## src/rtl/io_port_bank_pkg.sv

```systemverilog
// Shared constants, error-flag payload and status packing for the I/O port bank.
package io_port_bank_pkg;

  localparam int unsigned MAX_CH            = 8;
  localparam int unsigned SEL_W             = 3;
  localparam int unsigned STATUS_W          = 32;
  localparam int unsigned STAT_SEL_ERR      = 31;
  localparam int unsigned STAT_RD_UF        = 30;
  localparam int unsigned STAT_WR_OF        = 29;
  localparam int unsigned STAT_OUT_FULL_LSB = 16;
  localparam int unsigned STAT_IN_NE_LSB    = 8;

  typedef struct packed {
    logic sel_err;
    logic rd_uf;
    logic wr_of;
  } err_flags_t;

  // Places the sticky flags and per-channel levels at their status bit positions.
  function automatic logic [STATUS_W-1:0] pack_status(
    input err_flags_t        flags,
    input logic [MAX_CH-1:0] out_full,
    input logic [MAX_CH-1:0] in_ne
  );
    logic [STATUS_W-1:0] s;
    s                                  = '0;
    s[STAT_SEL_ERR]                    = flags.sel_err;
    s[STAT_RD_UF]                      = flags.rd_uf;
    s[STAT_WR_OF]                      = flags.wr_of;
    s[STAT_OUT_FULL_LSB +: MAX_CH]     = out_full;
    s[STAT_IN_NE_LSB +: MAX_CH]        = in_ne;
    return s;
  endfunction

endpackage

```

## src/rtl/io_port_bank_if.sv

```systemverilog
// CPU register strobes plus the per-channel valid/ready streams of the port bank.
interface io_port_bank_if #(
  parameter int unsigned DATA_W = 32,
  parameter int unsigned NUM_CH = 2
);
  import io_port_bank_pkg::*;

  logic [DATA_W-1:0]        bus_in;
  logic [SEL_W-1:0]         port_sel;
  logic                     port_write;
  logic                     port_read;
  logic                     err_clr;
  logic [DATA_W-1:0]        rd_data;
  logic [STATUS_W-1:0]      status;
  logic [NUM_CH-1:0]        in_valid;
  logic [NUM_CH*DATA_W-1:0] in_data;
  logic [NUM_CH-1:0]        in_ready;
  logic [NUM_CH-1:0]        out_valid;
  logic [NUM_CH*DATA_W-1:0] out_data;
  logic [NUM_CH-1:0]        out_ready;

  modport slave (
    input  bus_in, port_sel, port_write, port_read, err_clr,
    input  in_valid, in_data, out_ready,
    output rd_data, status, in_ready, out_valid, out_data
  );

  modport master (
    output bus_in, port_sel, port_write, port_read, err_clr,
    output in_valid, in_data, out_ready,
    input  rd_data, status, in_ready, out_valid, out_data
  );

endinterface

```

## src/rtl/io_port_bank_sync_fifo.sv

```systemverilog
// Single-clock FIFO; push on a full FIFO is honoured only alongside a pop.
module io_port_bank_sync_fifo #(
  parameter int unsigned W     = 32,
  parameter int unsigned DEPTH = 4
) (
  input  logic                       clk,
  input  logic                       clr,
  input  logic                       push,
  input  logic                       pop,
  input  logic [W-1:0]               din,
  output logic [W-1:0]               dout,
  output logic                       full,
  output logic                       empty,
  output logic [$clog2(DEPTH):0]     count
);

  localparam int unsigned AW = $clog2(DEPTH);
  localparam int unsigned CW = AW + 1;

  logic [W-1:0]  mem_q [DEPTH];
  logic [AW-1:0] wr_ptr_q, wr_ptr_d;
  logic [AW-1:0] rd_ptr_q, rd_ptr_d;
  logic [CW-1:0] count_q, count_d;
  logic          push_ok;
  logic          pop_ok;

  always_comb begin
    full     = (count_q == CW'(DEPTH));
    empty    = (count_q == '0);
    pop_ok   = pop && !empty;
    push_ok  = push && (!full || pop_ok);
    wr_ptr_d = wr_ptr_q;
    rd_ptr_d = rd_ptr_q;
    count_d  = count_q;
    // Power-of-two depth lets the pointers wrap by natural overflow.
    if (push_ok) wr_ptr_d = wr_ptr_q + AW'(1);
    if (pop_ok)  rd_ptr_d = rd_ptr_q + AW'(1);
    if (push_ok && !pop_ok)      count_d = count_q + CW'(1);
    else if (pop_ok && !push_ok) count_d = count_q - CW'(1);
  end

  always_ff @(posedge clk) begin
    if (clr) begin
      wr_ptr_q <= '0;
      rd_ptr_q <= '0;
      count_q  <= '0;
    end else begin
      wr_ptr_q <= wr_ptr_d;
      rd_ptr_q <= rd_ptr_d;
      count_q  <= count_d;
    end
  end

  // Storage carries no reset; occupancy alone defines what is valid.
  always_ff @(posedge clk) begin
    if (push_ok) mem_q[wr_ptr_q] <= din;
  end

  assign dout  = mem_q[rd_ptr_q];
  assign count = count_q;

endmodule

```

## src/rtl/io_port_bank.sv

```systemverilog
// Bank of NUM_CH input and NUM_CH output FIFOs behind CPU port_read/port_write strobes.
module io_port_bank
  import io_port_bank_pkg::*;
#(
  parameter int unsigned DATA_W     = 32,
  parameter int unsigned NUM_CH     = 2,
  parameter int unsigned FIFO_DEPTH = 4
) (
  input  logic             clk,
  input  logic             clr,
  io_port_bank_if.slave    bus
);

  localparam int unsigned CNT_W = $clog2(FIFO_DEPTH) + 1;

  logic [NUM_CH-1:0]        in_push, in_pop, in_full, in_empty;
  logic [NUM_CH-1:0]        out_push, out_pop, out_full, out_empty;
  logic [NUM_CH-1:0]        rd_hit, wr_hit;
  logic [DATA_W-1:0]        in_dout  [NUM_CH];
  logic [DATA_W-1:0]        out_dout [NUM_CH];
  logic [CNT_W-1:0]         in_cnt   [NUM_CH];
  logic [CNT_W-1:0]         out_cnt  [NUM_CH];
  logic [NUM_CH*DATA_W-1:0] out_data_c;
  logic [MAX_CH-1:0]        in_ne_c, out_lvl_full_c;
  logic                     sel_ok;
  logic                     uf_ev, of_ev, sel_ev;
  logic [DATA_W-1:0]        rd_data_q, rd_data_d;
  err_flags_t               flags_q, flags_d;

  // Channel decode and per-FIFO push/pop qualification.
  always_comb begin
    sel_ok   = (32'(bus.port_sel) < NUM_CH);
    rd_hit   = '0;
    wr_hit   = '0;
    in_push  = '0;
    in_pop   = '0;
    out_push = '0;
    out_pop  = '0;
    for (int unsigned k = 0; k < NUM_CH; k++) begin
      rd_hit[k]   = bus.port_read  && sel_ok && (bus.port_sel == SEL_W'(k));
      wr_hit[k]   = bus.port_write && sel_ok && (bus.port_sel == SEL_W'(k));
      in_push[k]  = bus.in_valid[k] && !in_full[k];
      in_pop[k]   = rd_hit[k] && !in_empty[k];
      out_pop[k]  = !out_empty[k] && bus.out_ready[k];
      out_push[k] = wr_hit[k] && (!out_full[k] || out_pop[k]);
    end
  end

  for (genvar k = 0; k < NUM_CH; k++) begin : g_ch
    io_port_bank_sync_fifo #(.W(DATA_W), .DEPTH(FIFO_DEPTH)) u_in_fifo (
      .clk   (clk),
      .clr   (clr),
      .push  (in_push[k]),
      .pop   (in_pop[k]),
      .din   (bus.in_data[k*DATA_W +: DATA_W]),
      .dout  (in_dout[k]),
      .full  (in_full[k]),
      .empty (in_empty[k]),
      .count (in_cnt[k])
    );

    io_port_bank_sync_fifo #(.W(DATA_W), .DEPTH(FIFO_DEPTH)) u_out_fifo (
      .clk   (clk),
      .clr   (clr),
      .push  (out_push[k]),
      .pop   (out_pop[k]),
      .din   (bus.bus_in),
      .dout  (out_dout[k]),
      .full  (out_full[k]),
      .empty (out_empty[k]),
      .count (out_cnt[k])
    );
  end

  // Read result capture and sticky error flags; an event in the err_clr cycle survives.
  always_comb begin
    rd_data_d = rd_data_q;
    uf_ev     = 1'b0;
    of_ev     = 1'b0;
    sel_ev    = (bus.port_read || bus.port_write) && !sel_ok;
    for (int unsigned k = 0; k < NUM_CH; k++) begin
      if (in_pop[k]) rd_data_d = in_dout[k];
      uf_ev = uf_ev || (rd_hit[k] && in_empty[k]);
      of_ev = of_ev || (wr_hit[k] && out_full[k] && !out_pop[k]);
    end
    flags_d = bus.err_clr ? '0 : flags_q;
    if (sel_ev) flags_d.sel_err = 1'b1;
    if (uf_ev)  flags_d.rd_uf   = 1'b1;
    if (of_ev)  flags_d.wr_of   = 1'b1;
  end

  always_ff @(posedge clk) begin
    if (clr) begin
      rd_data_q <= '0;
      flags_q   <= '0;
    end else begin
      rd_data_q <= rd_data_d;
      flags_q   <= flags_d;
    end
  end

  // Status levels and stream outputs, all derived from registered FIFO state.
  always_comb begin
    in_ne_c        = '0;
    out_lvl_full_c = '0;
    out_data_c     = '0;
    for (int unsigned k = 0; k < NUM_CH; k++) begin
      in_ne_c[k]                        = (in_cnt[k] != '0);
      out_lvl_full_c[k]                 = (out_cnt[k] == CNT_W'(FIFO_DEPTH));
      out_data_c[k*DATA_W +: DATA_W]    = out_dout[k];
    end
  end

  assign bus.rd_data   = rd_data_q;
  assign bus.status    = pack_status(flags_q, out_lvl_full_c, in_ne_c);
  assign bus.in_ready  = ~in_full;
  assign bus.out_valid = ~out_empty;
  assign bus.out_data  = out_data_c;

endmodule
```

## src/flat_wrapper.sv

```systemverilog
// flat-port wrapper written by rule: the top's interface ports become plain ports
module io_port_bank_flat import io_port_bank_pkg::*;
#(
  parameter int unsigned DATA_W     = 32,
  parameter int unsigned NUM_CH     = 2,
  parameter int unsigned FIFO_DEPTH = 4
)
  (clk, clr, bus_bus_in, bus_port_sel, bus_port_write, bus_port_read, bus_err_clr, bus_in_valid, bus_in_data, bus_out_ready, bus_rd_data, bus_status, bus_in_ready, bus_out_valid, bus_out_data);
  io_port_bank_if #(.DATA_W(DATA_W), .NUM_CH(NUM_CH)) bus_i ();
  input  logic clk;
  input  logic clr;
  input wire logic [$bits(bus_i.bus_in)-1:0] bus_bus_in;
  input wire logic [$bits(bus_i.port_sel)-1:0] bus_port_sel;
  input wire logic [$bits(bus_i.port_write)-1:0] bus_port_write;
  input wire logic [$bits(bus_i.port_read)-1:0] bus_port_read;
  input wire logic [$bits(bus_i.err_clr)-1:0] bus_err_clr;
  input wire logic [$bits(bus_i.in_valid)-1:0] bus_in_valid;
  input wire logic [$bits(bus_i.in_data)-1:0] bus_in_data;
  input wire logic [$bits(bus_i.out_ready)-1:0] bus_out_ready;
  output wire logic [$bits(bus_i.rd_data)-1:0] bus_rd_data;
  output wire logic [$bits(bus_i.status)-1:0] bus_status;
  output wire logic [$bits(bus_i.in_ready)-1:0] bus_in_ready;
  output wire logic [$bits(bus_i.out_valid)-1:0] bus_out_valid;
  output wire logic [$bits(bus_i.out_data)-1:0] bus_out_data;
  assign bus_i.bus_in = bus_bus_in;
  assign bus_i.port_sel = bus_port_sel;
  assign bus_i.port_write = bus_port_write;
  assign bus_i.port_read = bus_port_read;
  assign bus_i.err_clr = bus_err_clr;
  assign bus_i.in_valid = bus_in_valid;
  assign bus_i.in_data = bus_in_data;
  assign bus_i.out_ready = bus_out_ready;
  assign bus_rd_data = bus_i.rd_data;
  assign bus_status = bus_i.status;
  assign bus_in_ready = bus_i.in_ready;
  assign bus_out_valid = bus_i.out_valid;
  assign bus_out_data = bus_i.out_data;
  io_port_bank #(.DATA_W(DATA_W), .NUM_CH(NUM_CH), .FIFO_DEPTH(FIFO_DEPTH)) u_core (.clk(clk), .clr(clr), .bus(bus_i));
endmodule
```

## config.mk

```make
export PLATFORM = sky130hd
export DESIGN_NAME = io_port_bank_flat
export DESIGN_NICKNAME = d
export VERILOG_FILES = /design/src/rtl/io_port_bank_pkg.sv /design/src/rtl/io_port_bank_if.sv /design/src/rtl/io_port_bank_sync_fifo.sv /design/src/rtl/io_port_bank.sv /design/src/flat_wrapper.sv
export SDC_FILE = /design/constraint.sdc
export NUM_CORES = 1
export LEC_CHECK = 0
export BUFFER_PORTS_ARGS = -buffer_cell sky130_fd_sc_hd__buf_2
export CORE_ASPECT_RATIO = 0.9
export CORE_MARGIN = 2
export CORE_UTILIZATION = 40
export CTS_CLUSTER_DIAMETER = 120
export CTS_CLUSTER_SIZE = 30
export DETAILED_ROUTE_END_ITERATION = 6
export PLACE_DENSITY = 0.61
export SLEW_MARGIN = 20
export SYNTH_ARGS = -nofsm -noshare
export SYNTH_HDL_FRONTEND = slang
export SYNTH_HIERARCHICAL = 1
export SYNTH_SLANG_ARGS = --single-unit
```

## constraint.sdc

```tcl
create_clock -name clk -period 4.6 [get_ports clk]
set_input_delay 0.46 -clock clk [delete_from_list [all_inputs] [get_ports clk]]
set_output_delay 0.46 -clock clk [all_outputs]
set_load 0.03 [all_outputs]
```

* After elaboration in Yosys (flattened, before gate mapping)
Memories as Yosys holds them, arrays and structs flattened. A register that Yosys moved wholly into a read port is not among the register bits.
Cells that the tools add are included.
** Storage, ports and cells
- Flip-flop bits (word level) :: 63
- Bits in read-only memories :: 0
- Latch bits :: 0
- Memories :: 4
- Word-level logic and storage cells :: 154
- Output and inout port bits :: 132
- Bits in writable memories :: 512
- Bits of input ports :: 108
** Cells by class
- Multiply operators :: 0
- Eq/ne operators :: 5
- Shifts and indexed selects :: 0
- Reduce and logical (&&, ||, !) cells :: 80
- Bitwise operators :: 2
- Div/mod/pow operators :: 0
- Add/subtract/negate cells :: 16
- Mux-type cells :: 30
- Order comparisons :: 1
** Memory list
- u_core.g_ch[0].u_in_fifo.mem_q :: depth 4, width 32, read ports 1, clocked after Yosys merged registers in 1, wr ports 1, line io_port_bank_sync_fifo.sv:20 : logic [W-1:0] mem_q [DEPTH];
- u_core.g_ch[0].u_out_fifo.mem_q :: depth 4, width 32, read ports 1, clocked after Yosys merged registers in 1, wr ports 1, line io_port_bank_sync_fifo.sv:20
- u_core.g_ch[1].u_in_fifo.mem_q :: depth 4, width 32, read ports 1, clocked after Yosys merged registers in 1, wr ports 1, line io_port_bank_sync_fifo.sv:20
- u_core.g_ch[1].u_out_fifo.mem_q :: depth 4, width 32, read ports 1, clocked after Yosys merged registers in 1, wr ports 1, line io_port_bank_sync_fifo.sv:20
** Operators by type and width (count)
- 2-to-1 mux 32 bit :: 2
- logical AND 1 bit :: 37
- 2-to-1 mux 3 bit :: 9
- zero test 1 bit :: 19
- adder 2 x 1 -> 2 bit (second input constant) :: 8
- 2-to-1 mux 2 bit :: 8
- nonzero test 2 bit :: 8
- zero test 3 bit :: 5
- adder 3 x 1 -> 3 bit (second input constant) :: 4
- equality test 3 bit (second input constant) :: 4
- subtractor 3 x 1 -> 3 bit (second input constant) :: 4
- 2-to-1 mux 1 bit :: 11
- logical OR 1 bit :: 9
- nonzero test 3 bit :: 2
- inverter 2 bit :: 2
- equality test 3 x 1 -> 1 bit (second input constant) :: 1
- less-than comparator 3 x 2 -> 1 bit (second input constant) :: 1

* Depth between registers and ports, before layout
Gate-level depths: netlist of run 1.
- Depth after elaboration :: 11
- Depth in mapped cells :: 13
- Mapped depth without buffers :: 11

* Hierarchy
Netlist of run 1, hierarchy kept.
** By module, submodules not included
- io_port_bank_sync_fifo :: cells each 215, seq. area each 4023.9 sq um, instances 4, area each 5107.4 sq um
- io_port_bank :: cells each 220, seq. area each 700.7 sq um, instances 1, area each 1945.6 sq um

* Least setup slack after synthesis of run 1
No wires, ideal clock.
- Path type :: reg2reg
- Start :: reg u_core.g_ch[0].u_in_fifo.count_q[0]
- End :: reg u_core.g_ch[0].u_in_fifo.count_q[2]
- Library setup time :: 70 ps
- Path buffers :: 2
- Stages on the path, launching flop included :: 14
- Period minus slack after synthesis :: 2927 ps
- Arrival :: 2857 ps
- Slack :: 1673 ps
- Required time :: 4530 ps
- Cells stage by stage :: dfxtp_1 nor3_1 buf_4 or2_2 clkbuf_1 nor2_1 inv_1 a21boi_2 ha_1 inv_1 fa_1 xor2_1 or3_2 a21oi_1
** Between the ends
- Word-level cells in the longest chain between the ends :: 9
- Elaborated cells on any way between the ends :: 18
- Those cells by class :: 2 x add/sub; 1 x eq/ne; 2 x mux; 13 x reduce/logical
** RTL lines
- start: declaration :: line io_port_bank_sync_fifo.sv:23 : logic [CW-1:0] count_q, count_d;
- start signal: assignment :: line io_port_bank_sync_fifo.sv:50 : count_q <= count_d;
- zero test 3 bit (*) :: line io_port_bank_sync_fifo.sv:29 : empty = (count_q == '0);
- via u_core.in_empty[0] :: line io_port_bank.sv:16 : logic [NUM_CH-1:0] in_push, in_pop, in_full, in_empty;
- zero test 1 bit (*) :: line io_port_bank.sv:43 : in_pop[k] = rd_hit[k] && !in_empty[k];
- logical AND 1 bit (*) :: line io_port_bank.sv:43
- via u_core.in_pop[0] :: line io_port_bank.sv:16
- logical AND 1 bit (*) :: line io_port_bank_sync_fifo.sv:30 : pop_ok = pop && !empty;
- logical OR 1 bit (*) :: line io_port_bank_sync_fifo.sv:31 : push_ok = push && (!full || pop_ok);
- logical AND 1 bit (*) :: line io_port_bank_sync_fifo.sv:31
- via u_core.g_ch[0].u_in_fifo.push_ok :: line io_port_bank_sync_fifo.sv:24 : logic push_ok;
- zero test 1 bit :: line io_port_bank_sync_fifo.sv:39 : else if (pop_ok && !push_ok) count_d = count_q - CW'(1);
- logical AND 1 bit :: line io_port_bank_sync_fifo.sv:39
- nonzero test 2 bit (no line)
Mark *: on every way through the listed nets, which the timed path passes. The rest lies on a longest branch. The select of a mux whose other input is x is not followed.
A chain may end at the register's enable or synchronous reset.

* Worst setup path in the final report of run 1
Ends and elaborated chain as after synthesis.

==> results_dict.tcl, run 1 <==
set metrics [dict create \
    clk_latency_ns 0.57 \
    synth.cell_area_um2 22400 \
    use_met3_pct 4.60 \
    gr-usage-met1_pct 19.7 \
    power.total_mw 10.7 \
    drt-total-wl_um 45300 \
    layout_common_cells "edfxtp_1, buf_2, mux4_2, dfxtp_1, a21oi_1" \
    grt_pass1_wl_um 66700 \
    layout_setup_ws_ns 1.33 \
    core-area_um2 55500 \
    irDropWorstVdd_uv 370 \
    overflow 0 \
    crit_arrival_ns 3.78 \
    postRouteAntennaNets 0 \
    postCtsSetupRepairBufs 0 \
    endpoint_kind "flip-flop" \
    die_x_um 253 \
    power.density_nw_per_um2 436 \
    grt_setup_unrepaired "false" \
    crit_required_ns 5.11 \
    reg2regPathDepth 12 \
    r2r_setup_slack_ns 1.33 \
    drive_above_1_share_pct 32.7 \
    dr.pass1.iters 5 \
    n_fill_cell 4792 \
    path_max_fanout 28 \
    worstSetupStartpointType "flip-flop" \
    ys_seq_area_share_pct 75.1 \
    hold_path_class "primary input to flip-flop" \
    drc 0 \
    finalSetupViolCount 0 \
    antenna_found_initial 8 \
    clockRootBuffer "clkbuf_16" \
    first_global_vias 10600 \
    worst_slew_pin_slew_ns 0.988 \
    die_area_um2 57800 \
    criticalPathCategory "flip-flop to flip-flop" \
    syn2layout_area_growth_pct 10.2 \
    endpoint "u_core/g_ch[0].u_in_fifo/count[2]" \
    grt_usage_pct 15.4 \
    leakagePower_nw 7.96 \
    cts_max_level 1 \
    max_freq_ghz 0.305 \
    cts_tree "yes" \
    final_common_cell "edfxtp_1" \
    synth_warnings 6 \
    route.detailed.wl_per_inst_um 22.1 \
    postCtsHoldBufs 0 \
    synth_cell_types 38 \
    clock-sinks 583 \
    cts_made_buffers 23 \
    finalSetupTns_ns 0 \
    grt_max_degree 66 \
    maxCapViolCount 0 \
    io_buffer_count 214 \
    row_count 82 \
    avgViaCountPerCell 5.09 \
    grt_busiest_layer "met2" \
    syn_area_per_cell_um2 20.7 \
    finalCritPeriodShare_pct 71.2 \
    syn_inst 1080 \
    stdcell_count 2048 \
    initialDrtViolationCount 775 \
    num_vias 10400 \
    gp_congestion 0.786 \
    r2r-start "u_core/g_ch[0].u_in_fifo/count[0]" \
    fin_nets 1405 \
    pin_count 240 \
    holdPathStages 1 \
    r2r-end "u_core/g_ch[0].u_in_fifo/count[2]" \
    hold_violations 0 \
    ctsLongestPathBuffers 3 \
    grtUsageMet2_pct 26.0 \
    pre_cts_ws_ns 1.34 \
    cp-startpoint "u_core/g_ch[0].u_in_fifo/count[0]" \
    finalClockSkew_ns 0.0105 \
    finalCriticalPeriod_ns 3.27 \
    ys_ff_latch 583 \
    die_y_um 228 \
    status "completed" \
    start_util_pct 40.3 \
    clk_pin_slew_ns 0.11 \
    slew_headroom_pct 32.7 \
    cts_resized 0 \
    placed_cells 2004 \
    hpwl_um 29700 \
    drv_slew 0 \
]
-- layout make-up --
| type | count | area (um2) | area share (%) |
|---|---|---|---|
| multi-input cells | 416 | 5000 | 20.3 |
| clock inverters | 2 | 20.0 | 0.0812 |
| clock buffers | 39 | 639 | 2.59 |
| diodes | 3 | 7.51 | 0.0304 |
| well taps | 756 | 946 | 3.84 |
| repair buffers | 227 | 1170 | 4.74 |
| inverters | 22 | 82.6 | 0.335 |
| flip-flops and latches | 583 | 16800 | 68.1 |
-- worst min-delay path by stage --
stage / from / to / slack, ns
floorplan: u_core/g_ch[0].u_in_fifo/wr_ptr_q[1] / u_core/g_ch[0].u_in_fifo/wr_ptr_q[1] / 0.48
global placement: u_core/bus.status[31] / u_core/bus.status[31] / 0.46
detailed placement: u_core/bus.status[30] / u_core/bus.status[30] / 0.46
CTS: bus_in_data[0] / u_core/g_ch[0].u_in_fifo/mem_q[3][0] / 0.06
global route: bus_in_data[0] / u_core/g_ch[0].u_in_fifo/mem_q[3][0] / 0.07
finish: bus_in_data[24] / u_core/g_ch[0].u_in_fifo/mem_q[3][24] / 0.1
-- critical path: stages (launching register included) --
cell,delay [ns]
dfxtp_1,0.52
nor3_2,0.08
buf_4,0.23
or2_2,0.38
nor2_1,0.21
inv_1,0.08
a21boi_2,0.30
ha_1,0.24
inv_1,0.06
fa_1,0.37
xor2_1,0.15
or3_2,0.40
a21oi_1,0.16
-- stage by stage --
stage                     utilization, %  area, um2  hold WS [ns]
after CTS                           44.4      24700        0.0569
final                               44.4      24700        0.0952
after detailed placement            43.2      24000         0.462
after global placement              43.2      24000         0.461
after floorplan                        -      22500         0.482
after global routing                44.4      24700        0.0651
-- synth_stat cells --
cell	n	area, um2
buf_6	20	225
o21ai_0	4	20.0
mux2_4	4	60.1
nor2_1	31	116
and2_2	16	120
or3_2	4	30.0
nor3b_1	3	22.5
nand4b_1	1	8.76
dfxtp_1	71	1420
edfxtp_1	512	15400
nor2b_1	2	12.5
or3_1	2	12.5
buf_2	19	95.1
o31ai_1	4	30.0
o32ai_1	26	228
o22ai_1	7	43.8
a31oi_1	1	6.26
or2_2	1	6.26
ha_1	20	250
fa_1	4	80.1
a211oi_1	32	240
nand4_1	1	6.26
a211oi_2	1	12.5
nor3b_2	5	62.6
nor3_1	4	20.0
a21oi_1	39	195
a21boi_2	4	45.0
mux2i_1	8	80.1
o311ai_0	4	35.0
mux2i_4	1	22.5
nand2_1	3	11.3
mux4_2	128	2880
xor2_1	16	140
conb_1	1	3.75
buf_4	30	225
inv_1	22	82.6
clkbuf_1	14	52.6
nand2b_1	15	93.8
-- sequential cells by signal, summed over array words and instances, names as in the netlist, named ones only --
signal / flops
u_core/g_ch.u_out_fifo/count: 6
u_core/bus.rd_data: 32
u_core/g_ch.u_out_fifo/rd_ptr_q: 4
u_core/bus.status: 3
u_core/g_ch.u_in_fifo/count: 6
u_core/g_ch.u_in_fifo/mem_q: 256
u_core/g_ch.u_in_fifo/wr_ptr_q: 4
u_core/g_ch.u_in_fifo/rd_ptr_q: 4
u_core/g_ch.u_out_fifo/wr_ptr_q: 4
u_core/g_ch.u_out_fifo/mem_q: 256
-- layer usage --
metal | part of all wire, % | wire length (um) | up-vias
met3 | 7.5 | 3400 | 48
li1 | - | - | 4717
met5 | 0.11 | 51 | -
met2 | 50 | 22400 | 249
met1 | 41 | 18400 | 5395
met4 | 2.1 | 964 | 10
-- kinds of logic (layout without fill, tap and decap cells) --
group | after synthesis | count (layout) | synth area share (%)
fa+ha+maj | 24 | 24 | 1.48
xor+xnor | 16 | 16 | 0.626
compound gates | 122 | 122 | 3.82
other cells | 1 | 28 | 0.0168
mux | 141 | 141 | 13.6
buf+inv | 105 | 290 | 3.04
flops | 583 | 583 | 75.1
simple gates | 88 | 88 | 2.34
-- power breakdown --
part	leakage, nW	internal (mW)	switching, mW
clock network	0.316	0.975	1.50
logic	2.41	0.622	1.21
registers	5.23	6.26	0.182
Note: power is estimated with default switching activity, not from simulation.
==> inputs of run 2 (changes only) <==
--- a/config.mk
+++ b/config.mk
@@ -5,6 +5,7 @@
 export SDC_FILE = /design/constraint.sdc
 export NUM_CORES = 1
 export LEC_CHECK = 0
+export ABC_AREA = 1
 export BUFFER_PORTS_ARGS = -buffer_cell sky130_fd_sc_hd__buf_2
 export CORE_ASPECT_RATIO = 0.9
 export CORE_MARGIN = 2
==> constraint.sdc (replaced) <==
create_clock -name clk -period 3.4 [get_ports clk]
set_input_delay 0.34 -clock clk [delete_from_list [all_inputs] [get_ports clk]]
set_output_delay 0.34 -clock clk [all_outputs]
set_load 0.03 [all_outputs]
==> run 2 against run 1 <==
Routed wire length grew 18%. Sequential power grew 35%. Utilization grew 0.68 points. Via count grew 42%. Setup slack lost 0.76 ns. Synthesized area grew 4.8%. Sequential cell count is the same. Cell count grew 44%. Global-route usage grew 1.8 points. Synthesized cell count grew 77%. Largest power group unchanged.
==> results_dict.tcl, run 2 <==
set metrics [dict create \
    status "completed" \
    seqCellArea_um2 16800 \
    finalCritPeriodShare_pct 83.4 \
    finalClockSkew_ns 0.0165 \
    clk_pin_slew_ns 0.11 \
    drt-total-wl_um 53700 \
    n_fill_cell 5278 \
    postLayoutCoreUtil_pct 45.1 \
    layout_common_cells "edfxtp_1, nor2_1, buf_2, nand2_1, o21ai_0" \
    multiInputGateArea_um2 5360 \
    core-area_um2 58200 \
    leakagePower_nw 9.71 \
    path_max_fanout 32 \
    synthFlopType "edfxtp_1" \
    pin_count 240 \
    grt_usage_pct 17.2 \
    ctsLongestPathBuffers 3 \
    clk_latency_ns 0.57 \
    syn_area_per_cell_um2 12.3 \
    grt_max_degree 98 \
    clockRootBuffer "clkbuf_16" \
    syn2layout_area_growth_pct 12.1 \
    initialDrtViolationCount 1142 \
    dr.pass1.iters 5 \
    cts_resized 0 \
    cts_made_buffers 23 \
    drive_above_1_share_pct 14.2 \
    antenna_found_initial 10 \
    synth_edf_count 512 \
    worst_slew_pin_slew_ns 0.988 \
    finalCriticalPeriod_ns 2.84 \
    placed_cells 2837 \
    crit_arrival_ns 2.50 \
    postPlaceCellArea_um2 25000 \
    route.detailed.wl_per_inst_um 18.2 \
    syn_inst 1912 \
    row_count 84 \
    cts_max_level 1 \
    drv_slew 0 \
    overflow 0 \
    power.density_nw_per_um2 548 \
    fin_nets 2284 \
    gp_congestion 0.770 \
    final_common_cell "edfxtp_1" \
    synth.cells.most_frequent "edfxtp_1, nor2_1, nand2_1" \
    clock-sinks 583 \
    postRouteAntennaNets 0 \
    ys_seq_area_share_pct 71.7 \
    hold_path_class "primary input to flip-flop" \
    first_global_vias 14000 \
    hpwl_um 33000 \
    die_y_um 234 \
    synth_cell_types 28 \
    synth_warnings 6 \
    irDropWorstVdd_uv 518 \
    avgViaCountPerCell 5.04 \
    netlist.area_leader.share_pct 65.6 \
    start_util_pct 40.3 \
    die_x_um 259 \
    num_vias 14800 \
    ys_ff_latch 583 \
    crit_required_ns 3.06 \
    maxCapViolCount 0 \
    synth_area_leader_cell "edfxtp_1" \
    yosysMostFrequentCell "edfxtp_1" \
    max_freq_ghz 0.353 \
    stdcell_count 2946 \
    slew_headroom_pct 34.2 \
    die_area_um2 60600 \
    async_flop_share_pct 0 \
    grt_setup_unrepaired "false" \
    hold_violations 0 \
    finalSetupTns_ns 0 \
    io_buffer_count 214 \
    synth.cell_area_um2 23400 \
    drc 0 \
    cts_tree "yes" \
    finalSetupViolCount 0 \
    criticalPathCategory "flip-flop to output pin" \
    final_area_um2 26300 \
    worstSetupStartpointType "flip-flop" \
    endpoint_kind "output pin" \
    yosys-top-cells-area "edfxtp_1, nor2_1, dfxtp_1, o22ai_1, o21ai_0" \
    grt_pass1_wl_um 80700 \
]
## run 2: cell types whose count changed after synthesis, moves of 97 or more
cell / change
o21ai_0: +146
nand2_1: +153
o21ai_1: +112
inv_1: +97
nor2_1: +377
o22ai_1: +122
mux4_2: -128
## run 2: kinds of logic (layout without fill, tap and decap cells)
family	Yosys count	count (layout)	share of synthesized area, %
AOI/OAI and AO/OA	413	413	9.51
xor gates and xnor gates	4	4	0.149
adders and majority gates	24	24	1.41
buffers and inverters	247	479	6.11
DFF	583	583	71.7
other	1	29	0.0160
and+or+nand+nor	640	640	11.2
## run 2: layer usage
metal,share of wire (%),global-route usage (%),wire (um),vias up
met4,2.0,3.84,1060,14
met1,42,22.8,22800,7211
li1,-,-,-,7139
met2,49,29.6,26300,408
met3,6.4,3.16,3420,67
met5,0.15,0,82,-
## run 2: cell type report
type / count / share of cell area [%]
Multi-Input combinational cell: 1106 / 20.4
Inverter: 127 / 1.93
Timing Repair Buffer: 311 / 7.51
Clock inverter: 3 / 0.0810
Antenna cell: 4 / 0.0381
Sequential cell: 583 / 64.0
Clock buffer: 38 / 2.41
Tap cell: 774 / 3.69
## run 2: repair_timing
item | 4_1_cts | 5_1_grt
hold buffers | 64 | 0
setup buffers | 0 | 0
endpoints found under the hold margin | 256 | 0
## run 2: worst paths after layout
path | from | to | slack [ns] | depth (start not counted)
min | bus_bus_in[8] | u_core/g_ch[1].u_out_fifo/mem_q[3][8] | 0.03 | 1
max | flip-flop | bus_out_data[25] | 0.56 | 4
max reg2reg | u_core/g_ch[0].u_out_fifo/count[0] | u_core/g_ch[0].u_out_fifo/count[2] | 0.65 | 17
min reg2reg | u_core/bus.status[31] | u_core/bus.status[31] | 0.47 | 2
## run 2: power by group
group	total, mW	leakage, nW	switching (mW)	internal (mW)
Sequential	8.69	5.23	0.223	8.47
Clock	3.37	0.312	2.06	1.31
Combinational	2.33	4.17	1.66	0.674
Total	14.4	9.71	3.94	10.5
## run 2: critical path, stage by stage (launching register included)
cell and delay (ns):
dfxtp_1 0.57, inv_2 0.62, o21ai_0 0.21, o22ai_1 0.26, buf_2 0.26
## run 2: through the flow
step	total power [mW]	hold slack [ns]	worst slack, ns
final	14.4	0.0323	0.564
after detailed placement	11.2	0.454	0.680
after CTS	14.5	0.0174	0.557
after global routing	15.0	0.0301	0.404
after global placement	11.1	0.453	0.713
after floorplan	10.4	0.409	0.0459
